--- config.mk ---
export PLATFORM = sky130hd
export DESIGN_NAME = cam_dvp_capture
export DESIGN_NICKNAME = d
export VERILOG_FILES = /design/src/rtl/cam_dvp_capture.sv
export SDC_FILE = /design/constraint.sdc
export NUM_CORES = 1
export LEC_CHECK = 0
export ABC_AREA = 1
export CELL_PAD_IN_SITES_DETAIL_PLACEMENT = 1
export CELL_PAD_IN_SITES_GLOBAL_PLACEMENT = 1
export CORE_MARGIN = 2
export CORE_UTILIZATION = 46
export DETAILED_ROUTE_END_ITERATION = 8
export HOLD_SLACK_MARGIN = 0.02
export PLACE_DENSITY = 0.86
export SLEW_MARGIN = 20
export SYNTH_ARGS = -nofsm -noshare
export SYNTH_HDL_FRONTEND = slang
export SYNTH_SLANG_ARGS = --single-unit
--- constraint.sdc ---
create_clock -name cmos_pclk -period 5.4 [get_ports cmos_pclk]
set_clock_uncertainty 0.05 [all_clocks]
set_input_delay 0.54 -clock cmos_pclk [delete_from_list [all_inputs] [get_ports cmos_pclk]]
set_output_delay 0.54 -clock cmos_pclk [all_outputs]
set_load 0.01 [all_outputs]
--- src/rtl/cam_dvp_capture.sv ---
// DVP camera receiver: packs sensor beats into pixels with x/y coordinates and
// frame strobes, discarding the first frames after configuration and supporting single-shot capture.
//
// state   | meaning
// IDLE    | waiting for synchronised cfg_done
// SKIP    | discarding SKIP_FRAMES frames after configuration
// ARMED   | waiting for a frame start with a capture request
// CAPTURE | assembling and presenting pixels
module cam_dvp_capture #(
  parameter int DATA_W        = 8,
  parameter int BYTES_PER_PIX = 2,
  parameter int SKIP_FRAMES   = 1,
  parameter int REQ_HOLD      = 100,
  parameter int X_W           = 12,
  parameter int Y_W           = 12
) (
  input  logic                            cmos_pclk,
  input  logic                            rst,
  input  logic [DATA_W-1:0]               cmos_data,
  input  logic                            cmos_href,
  input  logic                            cmos_vsyn,
  input  logic                            cfg_done,
  input  logic                            frame_en,
  input  logic                            cont_mode,
  output logic [DATA_W*BYTES_PER_PIX-1:0] pix_data,
  output logic                            pix_en,
  output logic [X_W-1:0]                  pix_x,
  output logic [Y_W-1:0]                  pix_y,
  output logic                            frame_start,
  output logic                            frame_end,
  output logic                            busy,
  output logic                            line_err
);

  localparam int PIX_W = DATA_W * BYTES_PER_PIX;

  localparam logic [1:0] ST_IDLE    = 2'd0;
  localparam logic [1:0] ST_SKIP    = 2'd1;
  localparam logic [1:0] ST_ARMED   = 2'd2;
  localparam logic [1:0] ST_CAPTURE = 2'd3;

  localparam logic [1:0]  LAST_IDX  = 2'(BYTES_PER_PIX - 1);
  localparam logic [7:0]  SKIP_INIT = 8'(SKIP_FRAMES);
  localparam logic [15:0] REQ_MAX   = 16'(REQ_HOLD);

  logic             sync1_q, done_s_q;
  logic             vs_d1_q, vs_d2_q, href_d1_q;
  logic [1:0]       state_q, state_d;
  logic [7:0]       skip_q, skip_d;
  logic [15:0]      req_cnt_q, req_cnt_d;
  logic             req_pend_q, req_pend_d;
  logic [1:0]       idx_q, idx_d;
  logic [PIX_W-1:0] asm_q, asm_d;
  logic [PIX_W-1:0] pix_data_q, pix_data_d;
  logic             pix_en_q, pix_en_d;
  logic [X_W-1:0]   x_q, x_d, pix_x_q, pix_x_d;
  logic [Y_W-1:0]   y_q, y_d, pix_y_q, pix_y_d;
  logic             line_pix_q, line_pix_d;
  logic             fs_q, fs_d, fe_q, fe_d;
  logic             line_err_q, line_err_d;

  logic             vs_fall, vs_rise, hr_fall, active;
  logic [PIX_W-1:0] asm_shift;

  assign vs_fall   = vs_d2_q & ~vs_d1_q;
  assign vs_rise   = ~vs_d2_q & vs_d1_q;
  assign hr_fall   = href_d1_q & ~cmos_href;
  // Gating on done_s as well stops pixel output one cycle before the FSM leaves CAPTURE.
  assign active    = (state_q == ST_CAPTURE) & done_s_q;
  assign asm_shift = (asm_q << DATA_W) | PIX_W'(cmos_data);

  always_comb begin
    state_d = state_q;
    skip_d  = skip_q;
    fs_d    = 1'b0;
    fe_d    = 1'b0;
    if (!done_s_q) begin
      state_d = ST_IDLE;
      skip_d  = SKIP_INIT;
    end else begin
      case (state_q)
        ST_IDLE:  state_d = (SKIP_INIT != 8'd0) ? ST_SKIP : ST_ARMED;
        ST_SKIP: begin
          if (vs_fall) begin
            skip_d = (skip_q != 8'd0) ? skip_q - 8'd1 : 8'd0;
            if (skip_q <= 8'd1) state_d = ST_ARMED;
          end
        end
        ST_ARMED: begin
          if (vs_fall && (cont_mode || req_pend_q)) begin
            state_d = ST_CAPTURE;
            fs_d    = 1'b1;
          end
        end
        ST_CAPTURE: begin
          if (vs_rise) begin
            state_d = ST_ARMED;
            fe_d    = 1'b1;
          end
        end
        default: state_d = ST_IDLE;
      endcase
    end
  end

  always_comb begin
    req_cnt_d  = req_cnt_q;
    req_pend_d = req_pend_q;
    if (fs_d && !cont_mode) req_pend_d = 1'b0;
    if (frame_en) begin
      req_cnt_d = 16'd0;
    end else if (req_cnt_q != REQ_MAX) begin
      req_cnt_d = req_cnt_q + 16'd1;
      if (req_cnt_q == REQ_MAX - 16'd1) req_pend_d = 1'b1;
    end
  end

  always_comb begin
    idx_d      = idx_q;
    asm_d      = asm_q;
    x_d        = x_q;
    y_d        = y_q;
    line_pix_d = line_pix_q;
    pix_en_d   = 1'b0;
    pix_data_d = pix_data_q;
    pix_x_d    = pix_x_q;
    pix_y_d    = pix_y_q;
    line_err_d = line_err_q;
    if (!active) begin
      idx_d      = 2'd0;
      asm_d      = '0;
      x_d        = '0;
      y_d        = '0;
      line_pix_d = 1'b0;
    end else if (cmos_href) begin
      asm_d = asm_shift;
      if (idx_q == LAST_IDX) begin
        idx_d      = 2'd0;
        pix_en_d   = 1'b1;
        pix_data_d = asm_shift;
        pix_x_d    = x_q;
        pix_y_d    = y_q;
        x_d        = x_q + X_W'(1);
        line_pix_d = 1'b1;
      end else begin
        idx_d = idx_q + 2'd1;
      end
    end else if (hr_fall) begin
      if (idx_q != 2'd0) line_err_d = 1'b1;
      idx_d      = 2'd0;
      asm_d      = '0;
      x_d        = '0;
      line_pix_d = 1'b0;
      if (line_pix_q) y_d = y_q + Y_W'(1);
    end
  end

  always_ff @(posedge cmos_pclk or posedge rst) begin
    if (rst) begin
      sync1_q    <= 1'b0;
      done_s_q   <= 1'b0;
      vs_d1_q    <= 1'b0;
      vs_d2_q    <= 1'b0;
      href_d1_q  <= 1'b0;
      state_q    <= ST_IDLE;
      skip_q     <= SKIP_INIT;
      req_cnt_q  <= 16'd0;
      req_pend_q <= 1'b0;
      idx_q      <= 2'd0;
      asm_q      <= '0;
      pix_data_q <= '0;
      pix_en_q   <= 1'b0;
      x_q        <= '0;
      y_q        <= '0;
      pix_x_q    <= '0;
      pix_y_q    <= '0;
      line_pix_q <= 1'b0;
      fs_q       <= 1'b0;
      fe_q       <= 1'b0;
      line_err_q <= 1'b0;
    end else begin
      sync1_q    <= cfg_done;
      done_s_q   <= sync1_q;
      vs_d1_q    <= cmos_vsyn;
      vs_d2_q    <= vs_d1_q;
      href_d1_q  <= cmos_href;
      state_q    <= state_d;
      skip_q     <= skip_d;
      req_cnt_q  <= req_cnt_d;
      req_pend_q <= req_pend_d;
      idx_q      <= idx_d;
      asm_q      <= asm_d;
      pix_data_q <= pix_data_d;
      pix_en_q   <= pix_en_d;
      x_q        <= x_d;
      y_q        <= y_d;
      pix_x_q    <= pix_x_d;
      pix_y_q    <= pix_y_d;
      line_pix_q <= line_pix_d;
      fs_q       <= fs_d;
      fe_q       <= fe_d;
      line_err_q <= line_err_d;
    end
  end

  assign pix_data    = pix_data_q;
  assign pix_en      = pix_en_q;
  assign pix_x       = pix_x_q;
  assign pix_y       = pix_y_q;
  assign frame_start = fs_q;
  assign frame_end   = fe_q;
  assign busy        = (state_q == ST_CAPTURE);
  assign line_err    = line_err_q;

endmodule
==> insert_results.sql, run 1 <==
INSERT INTO impl_metrics (metric_group, metric, value, unit) VALUES
('status', 'status', 'completed', ''),
('worst_setup_path', 'max_stage_delay', '560', 'ps'),
('cells_and_area', 'antenna_cells_inserted', '0', ''),
('min_path', 'type_of_the_most_critical_hold_path', 'reg -> reg', ''),
('synthesis', 'synth_fp_nets', '632', ''),
('timing', 'period_minus_ws_final', '2290', 'ps'),
('floorplanning', 'placement_rows', '38', ''),
('drt', 'ant_nets', '0', ''),
('placement', 'gp_routability_congestion', '0.846', ''),
('global_route', 'grt_use_total', '0.229', ''),
('global_route', 'antenna_found_initial', '0', ''),
('synthesis', 'synthesized_cell_area', '5220', 'µm²'),
('synthesis', 'yosys_register_bits', '111', ''),
('clock_tree', 'post_cts_resize_count', '0', ''),
('synthesis', 'synth.yosys.warnings', '0', ''),
('cells_and_area', 'area_delta_synth_final', '19.3', '%'),
('worst_setup_path', 'cp_data_arrival_time', '2460', 'ps'),
('clock_tree', 'tritoncts', 'done', ''),
('worst_setup_path', 'timing.critical_path.depth', '6', ''),
('pwr', 'power.static_leakage', '2.92', 'nW'),
('clock_tree', 'postCtsHoldBufs', '0', ''),
('clock_tree', 'postcts_setup_bufs', '0', ''),
('synthesis', 'post_synth.cell_area_avg', '8.56', 'µm²'),
('floorplanning', 'num_io_pins', '60', ''),
('worst_setup_path', 'worst_setup_path_start_kind', 'input pin', ''),
('timing', 'setup_viol', '0', ''),
('floorplanning', 'die_area', '12200', 'µm²'),
('timing', 'finalHoldViolCount', '0', ''),
('floorplanning', 'die_y', '111', 'µm'),
('timing', 'final.setup.worst_slack', '3110', 'ps'),
('cells_and_area', 'finalNetCount', '692', ''),
('synthesis', 'synth-edff-count', '0', ''),
('worst_setup_path', 'critical_path_buffers_and_inverters', '2', ''),
('worst_setup_path', 'cp_slowest_cell', 'sky130_fd_sc_hd__clkdlybuf4s50_1', ''),
('synthesis', 'synth-simple-area-share', '0.242', ''),
('placement', 'pre_cts_ws', '2750', 'ps'),
('cells_and_area', 'fillerInstances', '1321', ''),
('global_route', 'globalRouteOverflowTotal', '0', ''),
('global_route', 'number_of_global_route_vias_before_repair', '4652', ''),
('placement', 'post-place-cells', '799', ''),
('placement', 'place.port_buffers', '59', ''),
('synthesis', 'combinational_family_with_the_most_area_after_synthesis', 'simple AND/OR/NAND/NOR gates', ''),
('drt', 'wire_per_inst', '16.2', 'µm'),
('global_route', 'grt_start_max_net_pins', '74', ''),
('clock_tree', 'clock_sinks', '111', ''),
('timing', 'slew_headroom', '0.389', ''),
('floorplanning', 'chipWidth', '111', 'µm'),
('drt', 'routed_via_density', '5.27', ''),
('synthesis', 'synth_fa_ha_area_frac', '0.0168', ''),
('drt', 'detailed_router_s_first_iteration_violation_count', '258', ''),
('worst_setup_path', 'rrSetupSlack', '3110', 'ps'),
('clock_tree', 'clk_latency', '360', 'ps'),
('cells_and_area', 'final_core_util', '0.570', ''),
('timing', 'maxClockFrequency', '437', 'MHz'),
('synthesis', 'yosys-mux-area-fraction', '0', ''),
('cells_and_area', 'final_layout_size_suffix_gt1_frac', '0.0933', ''),
('floorplanning', 'core_area', '10900', 'µm²'),
('timing', 'layout_worst_path_cycle_share', '0.424', ''),
('synthesis', 'cell_count_after_synthesis', '610', ''),
('global_route', 'grt_pass1_wl', '22800', 'µm'),
('pwr', 'cellInternalPower', '1.33', 'mW'),
('pwr', 'ir_drop', '0.162', 'mV'),
('drt', 'detail_route.first_pass.iterations', '4', ''),
('cells_and_area', 'instances_no_fill', '815', ''),
('pwr', 'switchingPower', '0.449', 'mW'),
('worst_setup_path', 'timing.setup.critical_path_class', 'in -> reg', ''),
('pwr', 'report.power.total', '1.78', 'mW'),
('clock_tree', 'clock_tree.root_cell', 'sky130_fd_sc_hd__clkbuf_16', ''),
('pwr', 'switching_share', '0.253', ''),
('synthesis', 'complex_gate_fraction_of_the_synthesized_area', '0.122', ''),
('drt', 'vias', '4298', '');
-- flip-flops by register name (all words and copies together) (netlist names), 2 cells and up --
register,cells
state_q,2
pix_y,12
x_q,12
skip_q,8
pix_x,12
pix_data,16
asm_q,8
idx_q,2
y_q,12
req_cnt_q,16
-- final cells by class --
cell class,instances,area [µm²],area share
Clock buffer,10,239,0.0384
Clock inverter,6,93.8,0.0151
Inverter,85,327,0.0524
Multi-Input combinational cell,403,2020,0.324
Sequential cell,111,2780,0.446
Tap cell,140,175,0.0281
Timing Repair Buffer,60,598,0.0960
-- layout by cell type, fill, tap and decap left out, types with 2 or more instances in the layout --
cell type / instances
sky130_fd_sc_hd__nand2_1: 146
sky130_fd_sc_hd__dfrtp_1: 110
sky130_fd_sc_hd__inv_1: 82
sky130_fd_sc_hd__nor2_1: 81
sky130_fd_sc_hd__clkdlybuf4s50_1: 59
sky130_fd_sc_hd__nand3_1: 35
sky130_fd_sc_hd__o21ai_0: 31
sky130_fd_sc_hd__o21ai_2: 31
sky130_fd_sc_hd__a21oi_1: 17
sky130_fd_sc_hd__nand4_1: 12
sky130_fd_sc_hd__clkbuf_16: 9
sky130_fd_sc_hd__o22ai_1: 8
sky130_fd_sc_hd__nor3_1: 8
sky130_fd_sc_hd__ha_1: 7
sky130_fd_sc_hd__o21bai_1: 4
sky130_fd_sc_hd__nand2_2: 3
sky130_fd_sc_hd__inv_4: 3
sky130_fd_sc_hd__xor2_1: 3
sky130_fd_sc_hd__clkinv_4: 3
sky130_fd_sc_hd__nand3_2: 2
sky130_fd_sc_hd__nor2_2: 2
sky130_fd_sc_hd__a31oi_1: 2
sky130_fd_sc_hd__bufinv_16: 2
-- power groups by stage --
stage               clock network [mW]  logic (mW)  registers [mW]
floorplan                            0       0.109           0.883
detailed placement                   0       0.166           0.889
global route                     0.779       0.187           0.876
CTS                              0.741       0.167           0.873
finish                           0.739       0.165           0.873
global placement                     0       0.154           0.886
-- through the flow --
| step | instance area, µm² | hold WS, ps |
|---|---|---|
| finish | 6230 | 325 |
| global route | 6230 | 337 |
| CTS | 6230 | 328 |
| detailed placement | 5900 | 313 |
| global placement | 5900 | 287 |
| floorplan | 5220 | 281 |
-- layer usage --
layer  global-route usage  vias to the layer above  share of wire
met1                0.287                     2147           0.44
met5                    0                        -              0
li1                     -                     2073              -
met4               0.0758                        0          0.016
met3               0.0274                       18          0.021
met2                0.410                       60           0.52
-- path summary, 6_finish.rpt --
path | from | endpoint
min in group asynchronous | rst | req_cnt_q[1]$_DFFE_PP0P_
max in group asynchronous | rst | pix_data[6]$_DFFE_PP0P_
worst min-delay path | sync1_q$_DFF_PP0_ | done_s_q$_DFF_PP0_
worst min register to register | sync1_q$_DFF_PP0_ | done_s_q$_DFF_PP0_
worst max-delay path | cmos_href | pix_data[14]$_DFFE_PP0P_
worst max register to register | done_s_q$_DFF_PP0_ | pix_data[14]$_DFFE_PP0P_
-- cells by family after synthesis --
kind of cell	Yosys count
and+or+nand+nor	295
DFF	111
AOI/OAI and AO/OA	97
buffers and inverters	96
adders and majority gates	7
xor gates and xnor gates	4
-- cells in the mapped netlist (2+ instances only) --
cell	count	area share
sky130_fd_sc_hd__a21oi_1	17	0.016
sky130_fd_sc_hd__a31oi_1	2	0.0024
sky130_fd_sc_hd__buf_6	7	0.015
sky130_fd_sc_hd__clkbuf_1	2	0.0014
sky130_fd_sc_hd__dfrtp_1	110	0.53
sky130_fd_sc_hd__ha_1	7	0.017
sky130_fd_sc_hd__inv_1	83	0.060
sky130_fd_sc_hd__inv_4	2	0.0024
sky130_fd_sc_hd__nand2_1	146	0.10
sky130_fd_sc_hd__nand2_2	3	0.0036
sky130_fd_sc_hd__nand3_1	35	0.034
sky130_fd_sc_hd__nand3_2	2	0.0038
sky130_fd_sc_hd__nand4_1	12	0.014
sky130_fd_sc_hd__nor2_1	81	0.058
sky130_fd_sc_hd__nor2_2	2	0.0024
sky130_fd_sc_hd__nor3_1	8	0.0077
sky130_fd_sc_hd__o21ai_0	31	0.030
sky130_fd_sc_hd__o21ai_2	31	0.052
sky130_fd_sc_hd__o21bai_1	4	0.0058
sky130_fd_sc_hd__o22ai_1	8	0.0096
sky130_fd_sc_hd__xor2_1	3	0.0050
(Power assumes the default switching activity.)
==> run 2, diff against run 1 <==
Settings changed: CORE_UTILIZATION 46 to 38, PLACE_DENSITY 0.86 to 0.76.
Clock period 5.4 ns to 2.1 ns, I/O delays scaled along.
==> run 2 against run 1 <==
  * Routed wire length fell by 5.8%
  * Design area rose by 1.1%
  * Critical path type is now reg -> reg
  * Largest power group unchanged
  * Via count fell by 0.72%
  * Total power rose by 140%
  * Critical path depth rose by 1
==> insert_results.sql, run 2 (same netlist as run 1, synthesis figures left out) <==
INSERT INTO impl_metrics (metric_group, metric, value, unit) VALUES
('status', 'status', 'completed', ''),
('clock_tree', 'cts.clk_slew.worst_paths', '70', 'ps'),
('floorplanning', 'die_area', '14700', 'µm²'),
('clock_tree', 'postCtsHoldBufs', '0', ''),
('min_path', 'type_of_the_most_critical_hold_path', 'in -> async', ''),
('drt', 'route.detailed.drc', '0', ''),
('global_route', 'grt_use_total', '0.185', ''),
('timing', 'period_minus_ws_final', '1820', 'ps'),
('timing', 'setup_viol', '0', ''),
('pwr', 'power.static_leakage', '2.94', 'nW'),
('worst_setup_path', 'worst_path_most_repeated_cell', 'sky130_fd_sc_hd__inv_4', ''),
('placement', 'hpwlAfterDp', '9060', 'µm'),
('clock_tree', 'postcts_setup_bufs', '0', ''),
('clock_tree', 'post_cts_resize_count', '0', ''),
('global_route', 'grt_start_max_net_pins', '78', ''),
('cells_and_area', 'finalNetCount', '701', ''),
('drt', 'totalWireLength', '12500', 'µm'),
('drt', 'detail_route.first_pass.iterations', '4', ''),
('worst_setup_path', 'worst_setup_path_start_kind', 'flip-flop', ''),
('timing', 'rsz0062_at_grt', 'false', ''),
('cells_and_area', 'final_cell_mix', 'sky130_fd_sc_hd__nand2_1 (146), sky130_fd_sc_hd__dfrtp_1 (110), sky130_fd_sc_hd__inv_1 (82)', ''),
('placement', 'place.port_buffers', '59', ''),
('drt', 'wl_met1', '5690', 'µm'),
('floorplanning', 'die_y', '121', 'µm'),
('cells_and_area', 'final_core_util', '0.472', ''),
('floorplanning', 'placement_rows', '42', ''),
('clock_tree', 'cts_buffer_depth', '2', ''),
('clock_tree', 'ctsHtreeMaxLevel', '3', ''),
('worst_setup_path', 'timing.critical_path.cells', 'nand2_2 > nor2_8 > inv_4 > nor2_4 > inv_4 > nor2_1 > o21bai_1', ''),
('clock_tree', 'tritoncts', 'done', ''),
('global_route', 'globalRouteOverflowTotal', '0', ''),
('worst_setup_path', 'critical_path_peak_fanout', '72', ''),
('timing', 'final-max-slew-violation-count', '0', ''),
('cells_and_area', 'final_layout_size_suffix_gt1_frac', '0.0996', ''),
('timing', 'tightestPinTransition', '848', 'ps'),
('floorplanning', 'core_area', '13300', 'µm²'),
('cells_and_area', 'area_delta_synth_final', '20.7', '%'),
('global_route', 'number_of_global_route_vias_before_repair', '4492', ''),
('global_route', 'antenna_found_initial', '0', ''),
('drt', 'ant_nets', '0', ''),
('drt', 'met3RoutedLength', '344', 'µm'),
('placement', 'gp_routability_congestion', '0.827', ''),
('run', 'drv.max_cap_violation_count', '0', ''),
('drt', 'routed_via_density', '4.97', ''),
('timing', 'total_negative_setup_slack', '0', 'ps'),
('clock_tree', 'clock_tree.root_cell', 'sky130_fd_sc_hd__clkbuf_16', ''),
('timing', 'maxClockFrequency', '550', 'MHz'),
('cells_and_area', 'antenna_cells_inserted', '0', ''),
('worst_setup_path', 'endpoint_kind', 'flip-flop', ''),
('worst_setup_path', 'cp_data_arrival_time', '2000', 'ps'),
('worst_setup_path', 'cp_slowest_cell', 'sky130_fd_sc_hd__inv_4', ''),
('worst_setup_path', 'max_stage_delay', '580', 'ps'),
('worst_setup_path', 'critPathRequiredTime', '2280', 'ps'),
('pwr', 'power.density', '684', 'nW/µm²'),
('drt', 'wire_per_inst', '14.5', 'µm'),
('worst_setup_path', 'rrSetupSlack', '280', 'ps'),
('timing', 'finalHoldViolCount', '0', ''),
('timing', 'slew_headroom', '0.435', ''),
('timing', 'layout_worst_path_cycle_share', '0.866', ''),
('floorplanning', 'chipWidth', '121', 'µm'),
('cells_and_area', 'layout_commonest_cell', 'sky130_fd_sc_hd__nand2_1', ''),
('floorplanning', 'num_io_pins', '60', ''),
('clock_tree', 'cts_made_buffers', '9', ''),
('pwr', 'ir_drop', '0.305', 'mV'),
('drt', 'routed-wl-met2', '6280', 'µm'),
('clock_tree', 'clock_sinks', '111', ''),
('drt', 'topRoutingLayerUsed', 'met4', ''),
('clock_tree', 'clk_latency', '350', 'ps'),
('worst_setup_path', 'timing.setup.critical_path_class', 'reg -> reg', ''),
('drt', 'vias', '4267', ''),
('global_route', 'grt_pass1_wl', '21600', 'µm'),
('floorplanning', 'floorplan.initialDensity', '0.391', ''),
('drt', 'detailed_router_s_first_iteration_violation_count', '217', ''),
('cells_and_area', 'fillerInstances', '1624', '');
-- run 2: changes by cell type in the layout (fill, tap and decap cells not counted), sizes merged --
cell / before / now
clkinv: 3 / 0
inv: 85 / 84
bufinv: 2 / 0
clkbuf: 10 / 15
buf: 1 / 10
-- run 2: routing by layer --
metal / GRT usage / vias up
met4: 0.0632 / 0
met1: 0.236 / 2119
li1: - / 2090
met5: 0 / -
met3: 0.0348 / 10
met2: 0.315 / 48
-- run 2: power by group --
group | switching [mW] | internal (mW) | leakage (nW) | total (mW)
Sequential | 0.0508 | 2.19 | 1.53 | 2.24
Combinational | 0.284 | 0.152 | 1.27 | 0.436
Clock | 0.737 | 0.899 | 0.136 | 1.64
-- run 2: area by class of cell --
cell class,instances,area (µm²),share of cell area
clock buffer,15,278,0.0441
inverter,85,328,0.0520
multi-input combinational,403,2020,0.320
sequential,111,2780,0.441
tap,176,220,0.0349
timing repair buffer,69,678,0.108
-- run 2: critical path: cells and delay by family, from the launching register on --
kind            cells  cell delay [ps]
buf+inv             2              650
simple gates        4              370
flops               1              430
compound gates      1              200
-- run 2: path summary, 6_finish.rpt --
kind                                         from               endpoint  cells after the start
hold / removal                                rst   pix_y[7]$_DFFE_PP0P_                      2
max in group asynchronous                     rst  skip_q[0]$_DFFE_PP1P_                      3
hold reg to reg                 sync1_q$_DFF_PP0_     done_s_q$_DFF_PP0_                      0
min in group cmos_pclk                   cfg_done      sync1_q$_DFF_PP0_                      1
setup reg to reg           state_q[1]$_DFFE_PP0P_     x_q[0]$_DFFE_PP0P_                      7
setup / recovery           state_q[1]$_DFFE_PP0P_     x_q[0]$_DFFE_PP0P_                      7
-- run 2: metrics by stage --
| step | power [mW] | worst slack (ps) | instances | hold slack (ps) | cell area, µm² |
|---|---|---|---|---|---|
| 6_report | 4.31 | 281 | 859 | 70.1 | 6300 |
| 5_1_grt | 4.51 | 66.5 | 859 | 92.5 | 6300 |
| 4_1_cts | 4.37 | 211 | 859 | 67.4 | 6300 |
| 3_5_place_dp | 2.72 | 48.9 | 844 | 286 | 6020 |
| 3_3_place_gp | 2.69 | 131 | 844 | 284 | 6020 |
| 2_1_floorplan | 2.55 | 497 | 610 | 191 | 5220 |
